### src/rtl/fighter_pkg.sv
// fighter_pkg: action codes and arm-state type shared by both fighters and the game controller
package fighter_pkg;
  localparam logic [2:0] A_KICK   = 3'b000;
  localparam logic [2:0] A_PUNCH  = 3'b001;
  localparam logic [2:0] A_WAIT   = 3'b010;
  localparam logic [2:0] A_JUMP   = 3'b011;
  localparam logic [2:0] A_LEFT1  = 3'b100;
  localparam logic [2:0] A_LEFT2  = 3'b101;
  localparam logic [2:0] A_RIGHT1 = 3'b110;
  localparam logic [2:0] A_RIGHT2 = 3'b111;
  typedef enum logic {ARM_READY, ARM_SPENT} arm_t;
endpackage

### src/rtl/fighter_player_core_if.sv
// fighter_player_core_if: action strobe in, player state out
interface fighter_player_core_if #(parameter int N_POS = 3, parameter int PW = 2, parameter int HW = 2);
  logic             game_over;
  logic             action_en;
  logic [2:0]       own_action;
  logic [2:0]       opp_action;
  logic [PW-1:0]    opp_pos;
  logic [PW-1:0]    pos;
  logic [N_POS-1:0] pos_onehot;
  logic [HW-1:0]    health;
  logic             dead;
  logic             accepted;
  logic             hit;
  modport master (output game_over, action_en, own_action, opp_action, opp_pos,
                  input pos, pos_onehot, health, dead, accepted, hit);
  modport slave  (input game_over, action_en, own_action, opp_action, opp_pos,
                  output pos, pos_onehot, health, dead, accepted, hit);
endinterface

### src/rtl/fighter_move_clamp.sv
// fighter_move_clamp: next cell for a move or knockback, kept inside the arena and off the opponent
module fighter_move_clamp
  import fighter_pkg::*;
#(
  parameter int N_POS = 3,
  parameter int PW    = 2
) (
  input  logic [PW-1:0] pos,
  input  logic [PW-1:0] opp_pos,
  input  logic [2:0]    own_action,
  input  logic          knockback,
  output logic [PW-1:0] next_pos
);
  localparam logic signed [PW+1:0] ONE  = (PW+2)'(1);
  localparam logic signed [PW+1:0] TWO  = (PW+2)'(2);
  localparam logic signed [PW+1:0] MAXP = (PW+2)'(N_POS-1);
  logic signed [PW+1:0] p, o, step, t, c;
  logic move, right;
  always_comb begin
    p     = $signed({2'b00, pos});
    o     = $signed({2'b00, opp_pos});
    move  = own_action[2] && !knockback;
    // knockback always pushes away from the opponent
    right = knockback ? (p > o) : own_action[1];
    step  = knockback ? ONE : !move ? '0 : own_action[0] ? TWO : ONE;
    t     = right ? p + step : p - step;
    c     = t[PW+1] ? '0 : (t > MAXP) ? MAXP : t;
    c     = (move && right && p < o && c >= o) ? o - ONE :
            (move && !right && p > o && c <= o) ? o + ONE : c;
    next_pos = PW'(c);
  end
endmodule

### src/rtl/fighter_player_core.sv
// fighter_player_core: one player's position, health, regen and damage resolution per action strobe
module fighter_player_core
  import fighter_pkg::*;
#(
  parameter int SIDE        = 0,
  parameter int N_POS       = 3,
  parameter int PW          = 2,
  parameter int HW          = 2,
  parameter int KICK_RANGE  = 2,
  parameter int PUNCH_RANGE = 1,
  parameter int KICK_DMG    = 1,
  parameter int PUNCH_DMG   = 2,
  parameter int WAIT_REGEN  = 2
) (
  input logic clk,
  input logic reset,
  fighter_player_core_if.slave io
);
  localparam int WW = $clog2(WAIT_REGEN + 1);
  localparam logic [PW-1:0] POS0 = (SIDE != 0) ? PW'(N_POS - 1) : '0;
  arm_t                 arm;
  logic [PW-1:0]        pos, next_pos;
  logic [HW-1:0]        health, next_health;
  logic [WW-1:0]        wait_cnt, next_wc;
  logic [WW:0]          wc_inc;
  logic signed [PW+1:0] diff;
  logic [PW+1:0]        d;
  logic [HW+1:0]        hx, dmg;
  logic accepted, hit, acc, dead, knockback, kick_hit, punch_hit, waiting, regen;

  fighter_move_clamp #(.N_POS(N_POS), .PW(PW)) u_clamp (
    .pos(pos), .opp_pos(io.opp_pos), .own_action(io.own_action),
    .knockback(knockback), .next_pos(next_pos)
  );

  always_comb begin
    diff      = $signed({2'b00, pos}) - $signed({2'b00, io.opp_pos});
    d         = diff[PW+1] ? -diff : diff;
    knockback = io.own_action == A_KICK && io.opp_action == A_KICK && d == (PW+2)'(1);
    // a knockback exchange replaces the mutual kick damage
    kick_hit  = !knockback && io.opp_action == A_KICK && d <= (PW+2)'(KICK_RANGE) && io.own_action != A_JUMP;
    punch_hit = io.opp_action == A_PUNCH && d <= (PW+2)'(PUNCH_RANGE) && io.own_action != A_PUNCH;
    dmg       = kick_hit ? (HW+2)'(KICK_DMG) : punch_hit ? (HW+2)'(PUNCH_DMG) : '0;
    hx        = {2'b00, health};
    waiting   = io.own_action == A_WAIT && dmg == '0;
    wc_inc    = {1'b0, wait_cnt} + 1'b1;
    regen     = waiting && wc_inc == (WW+1)'(WAIT_REGEN);
    next_wc   = (waiting && !regen) ? WW'(wc_inc) : '0;
    next_health = (dmg != '0) ? ((dmg > hx) ? '0 : HW'(hx - dmg)) :
                  (regen && !(&health)) ? health + 1'b1 : health;
    dead      = health == '0;
    acc       = io.action_en && arm == ARM_READY && !io.game_over && !dead;
  end

  always_ff @(posedge clk or negedge reset) begin
    if (!reset) begin
      arm      <= ARM_READY;
      pos      <= POS0;
      health   <= '1;
      wait_cnt <= '0;
      accepted <= 1'b0;
      hit      <= 1'b0;
    end else begin
      arm      <= !io.action_en ? ARM_READY : acc ? ARM_SPENT : arm;
      accepted <= acc;
      hit      <= acc && dmg != '0;
      if (acc) begin
        pos      <= next_pos;
        health   <= next_health;
        wait_cnt <= next_wc;
      end
    end
  end

  assign io.pos        = pos;
  assign io.pos_onehot = (N_POS)'(1) << pos;
  assign io.health     = health;
  assign io.dead       = dead;
  assign io.accepted   = accepted;
  assign io.hit        = hit;
endmodule
### src/flat_wrapper.sv
// flat-port wrapper written by rule: the top's interface ports become plain ports
module fighter_player_core_flat import fighter_pkg::*;
#(
  parameter int SIDE        = 0,
  parameter int N_POS       = 3,
  parameter int PW          = 2,
  parameter int HW          = 2,
  parameter int KICK_RANGE  = 2,
  parameter int PUNCH_RANGE = 1,
  parameter int KICK_DMG    = 1,
  parameter int PUNCH_DMG   = 2,
  parameter int WAIT_REGEN  = 2
)
  (clk, reset, io_game_over, io_action_en, io_own_action, io_opp_action, io_opp_pos, io_pos, io_pos_onehot, io_health, io_dead, io_accepted, io_hit);
  fighter_player_core_if #(.N_POS(N_POS), .PW(PW), .HW(HW)) io_i ();
  input logic clk;
  input logic reset;
  input wire logic [$bits(io_i.game_over)-1:0] io_game_over;
  input wire logic [$bits(io_i.action_en)-1:0] io_action_en;
  input wire logic [$bits(io_i.own_action)-1:0] io_own_action;
  input wire logic [$bits(io_i.opp_action)-1:0] io_opp_action;
  input wire logic [$bits(io_i.opp_pos)-1:0] io_opp_pos;
  output wire logic [$bits(io_i.pos)-1:0] io_pos;
  output wire logic [$bits(io_i.pos_onehot)-1:0] io_pos_onehot;
  output wire logic [$bits(io_i.health)-1:0] io_health;
  output wire logic [$bits(io_i.dead)-1:0] io_dead;
  output wire logic [$bits(io_i.accepted)-1:0] io_accepted;
  output wire logic [$bits(io_i.hit)-1:0] io_hit;
  assign io_i.game_over = io_game_over;
  assign io_i.action_en = io_action_en;
  assign io_i.own_action = io_own_action;
  assign io_i.opp_action = io_opp_action;
  assign io_i.opp_pos = io_opp_pos;
  assign io_pos = io_i.pos;
  assign io_pos_onehot = io_i.pos_onehot;
  assign io_health = io_i.health;
  assign io_dead = io_i.dead;
  assign io_accepted = io_i.accepted;
  assign io_hit = io_i.hit;
  fighter_player_core #(.SIDE(SIDE), .N_POS(N_POS), .PW(PW), .HW(HW), .KICK_RANGE(KICK_RANGE), .PUNCH_RANGE(PUNCH_RANGE), .KICK_DMG(KICK_DMG), .PUNCH_DMG(PUNCH_DMG), .WAIT_REGEN(WAIT_REGEN)) u_core (.clk(clk), .reset(reset), .io(io_i));
endmodule
### config.mk
export PLATFORM = sky130hd
export DESIGN_NAME = fighter_player_core_flat
export DESIGN_NICKNAME = d
export VERILOG_FILES = /design/src/rtl/fighter_pkg.sv /design/src/rtl/fighter_player_core_if.sv /design/src/rtl/fighter_move_clamp.sv /design/src/rtl/fighter_player_core.sv /design/src/flat_wrapper.sv
export SDC_FILE = /design/constraint.sdc
export NUM_CORES = 1
export LEC_CHECK = 0
export BUFFER_PORTS_ARGS = -buffer_cell sky130_fd_sc_hd__buf_2
export CORE_UTILIZATION = 25
export DETAILED_ROUTE_END_ITERATION = 8
export SLEW_MARGIN = 40
export SYNTH_ARGS = -nofsm -noshare
export SYNTH_HDL_FRONTEND = slang
export SYNTH_SLANG_ARGS = --single-unit
### constraint.sdc
create_clock -name clk -period 4.25 [get_ports clk]
set_input_delay 0.425 -clock clk [delete_from_list [all_inputs] [get_ports clk]]
set_output_delay 0.425 -clock clk [all_outputs]
set_load 0.02 [all_outputs]
==> metrics.md <==
| Metric | Value |
|---|---|
| Status | completed |
| Slew Limit Fails | 0 |
| Place WS | 173 ps |
| Maxcap violations | 0 |
| Worst-path clk slew | 50 ps |
| Worst-path maximum fanout | 3 |
| Vias in the first global route | between 900 and 1,000 |
| Main combinational cell family by area after synthesis | simple AND/OR/NAND/NOR gates |
| Post-Syn Area | roughly 950 µm² |
| Met1 global-route usage | a little over an eighth |
| HP Class | in -> async |
| Power density over the cells | around 550 nW/µm² |
| Critical path's top delay family | adder cells |
| Hold_buf cts | 0 |
| Antenna Nets Post-Route | 0 |
| Largest net degree at the start of global routing | 15 |
| Sequential standard cell area | around 230 µm² |
| H-tree Lvls | 1 |
| Post-synth EDFFs | 0 |
| Clk root buf | clkbuf_8 |
| Yosys warning total | 0 |
| Unique cell type count in the Yosys netlist | 40 |
| Synth area leaders | dfrtp_1, ha_1, fa_1 |
| Min Hold Slack | 41.1 ps |
| Largest area contributor in the netlist | dfrtp_1 |
| Syn-to-layout area delta | 22.2% |
| Grt total ovfl | 0 |
| Post-synthesis compound-gate area fraction | between 15 and 20% |
| Nets | 160 |
| Initial Util | a little over a quarter |
| Die Area | about 4000 µm² |
| Synth Area in Adders | around 22% |
| Top-count cell post-synth | nor2_1 |
| Crit. path cell count | 16 |
| Final hold vios | 0 |
| Kind of critical path | reg -> reg |
| CP Data Required Time | 4380 ps |
| Routing usage on met2 | approximately a fifth |
| R2r worst-path depth | 16 |
| Tcrit/Tclk final | 91.9% |
| 1st-iter DRT viols | 37 |
| # setup viols final | 0 |
| Met3 usage | roughly 3.1% |
| Total chip power | 0.636 mW |
| CP most frequent cell | ha_1 |
| I/O pins | 22 |
| Slew at the pin closest to its max-slew limit | 463 ps |
| Die height | about 64 µm |
| Post-synth top area share | between 15 and 20% |
| Crit path capture type | flip-flop |
| PortBufs | 21 |
| Diodes inserted | 0 |
| # DRC | 0 |
| CTS Sinks | 9 |
| Drt first pass iters | 4 |
| Buf/Inv on CP | 1 |
| Clk_skew | 4.22 ps |
| CTS tree | built |
| Crit-path max cell delay | ~540 ps |
| Row count | 21 |
| Avg Synthesized Cell Area | roughly 9 µm² |
| Syn Inst Count | 107 |
| Detailed placer's ending HPWL | around 1.8 mm |
| Layout fillers | 387 |
| Register area share after synthesis | between 20% and 30% |
| Top post-synthesis cells by count | nor2_1, ha_1, inv_1 |
| Multi-input logic area | ~660 µm² |
| GR peak layer | met2 |
| DR vias/cell | roughly 4.8 |
| Post-synthesis xor/xnor area fraction | under 10% |
| Setup TNS | 0 ps |
| Peak VDD IR | 0.000209 V |
| First-pass GRT wire length | around 3.8 mm |
| Total number of vias | 853 |
| Synthesized-area fraction occupied by and/or/nand/nor cells | approximately 25% |
| Crit path time final | 3910 ps |
| Worst-path cell chain | inv_1 > ha_1 > fa_1 > xor2_1 > nand3_1 > o21ai_0 > ha_1 > fa_1 > or2_2 > mux2i_1 > ha_1 > nor2b_1 > a2bb2oi_1 > o22ai_2 > nor2_1 > o31ai_1 |
| Top_reg_cell synth | dfrtp_1 |
| Max frequency | 256 MHz |
| Core ar. | about 3500 µm² |
| Drt wl/cell | between 10 and 15 µm |
| Die Width | between 60 and 70 µm |
| Total global-route track usage | 11.8% |
| Slew margin rel. | 69.1% |
| Unrepaired setup endpoints after global routing | false |
| Mapped Nets | about 130 |
| Critical Path AT | 4040 ps |
| Setup ws final | roughly 340 ps |
| CP Launch Type | flip-flop |
| Critical Path Slowest Stage Cell | fa_1 |
| Clk buf depth | 2 |
| Static leakage | around 0.56 nW |
| Final Util | between 30% and 40% |
| Initial antenna violation count | 0 |
| Routed WL | between 2 and 2.5 mm |
| RD Place Congestion | 0.892 |
| Seq cells post-synth | 9 |
| Ys async rst share | 100% |
| Num CTS Buffers | 3 |
| Post-synthesis mux area share | under 10% |
| Layout cell share with drive strength beyond 1 | between 20% and 30% |
| Clk Latency, worst-skew pair | around 230 ps |
per-layer routing:
layer / wire length (µm) / up-vias
li1: - / 426
met2: 1050 / 20
met4: 19 / 0
met1: 948 / 405
met5: 0 / -
met3: 89 / 2
worst paths after layout:
path	start	end	slack, ps
min	reset	u_core.wait_cnt[1]$_DFFE_PN0P_	40
max reg2reg	u_core.io.pos[0]$_DFFE_PN0P_	u_core.io.pos[1]$_DFFE_PN0P_	340
max	u_core.io.pos[0]$_DFFE_PN0P_	u_core.io.pos[1]$_DFFE_PN0P_	340
min reg2reg	u_core.wait_cnt[1]$_DFFE_PN0P_	u_core.wait_cnt[1]$_DFFE_PN0P_	480
min in group clk	io_action_en	u_core.arm$_DFFE_PN0P_	410
max in group asynchronous	reset	u_core.io.health[1]$_DFFE_PN1P_	3960
metrics by stage:
step,cell area [µm²],instances
floorplan,946,107
global placement,1100,174
detailed placement,1100,174
CTS,1150,178
global route,1160,178
finish,1160,178
cell families (layout without fill, tap and decap cells):
| group | Yosys count | count (layout) |
|---|---|---|
| adders and majority gates | 15 | 15 |
| muxes | 3 | 3 |
| xor gates and xnor gates | 2 | 2 |
| buffers and inverters | 13 | 38 |
| AOI/OAI and AO/OA | 22 | 22 |
| DFF | 9 | 9 |
| and+or+nand+nor | 43 | 43 |
cell type report:
class                           count  area share (%)
Timing Repair Buffer               23            10.4
Clock buffer                        4            3.90
Multi-Input combinational cell     85            57.5
Inverter                           11            3.57
Sequential cell                     9            19.7
Tap cell                           46            4.98
power breakdown:
group	switching [mW]	leakage (nW)	internal [mW]	total [mW]
Sequential	0.0198	0.115	0.119	0.139
Clock	0.0334	0.0228	0.0653	0.0988
Combinational	0.235	0.425	0.163	0.398
Total	0.288	0.563	0.348	0.636
placed cells by master (no fill, tap or decap), types with 2 or more instances in the layout:
cell type  netlist  layout
buf_2            0      21
nor2_1          13      13
ha_1            12      12
inv_1           11      11
dfrtp_1          7       7
nand2_1          6       6
o21ai_0          4       4
nor3b_1          3       3
nor2b_1          3       3
nand2b_1         3       3
mux2i_1          3       3
nand3_1          3       3
o31ai_1          3       3
fa_1             3       3
clkbuf_8         0       3
nor3_1           2       2
or2_2            2       2
xor2_1           2       2
a21oi_1          2       2
o22a_1           2       2
buf_4            1       2
dfstp_2          2       2
what timing repair did:
| item | in CTS | in global routing |
|---|---|---|
| resized for setup | 0 | 1 |
| buffers inserted | 0 | 0 |
| endpoints found under the setup margin | 0 | 1 |
registers in the layout, summed over array words and instances, names as in the netlist:
name,flops
u_core.arm,1
u_core.io.accepted,1
u_core.io.health,2
u_core.io.hit,1
u_core.io.pos,2
u_core.wait_cnt,2
(Power assumes the default switching activity.)
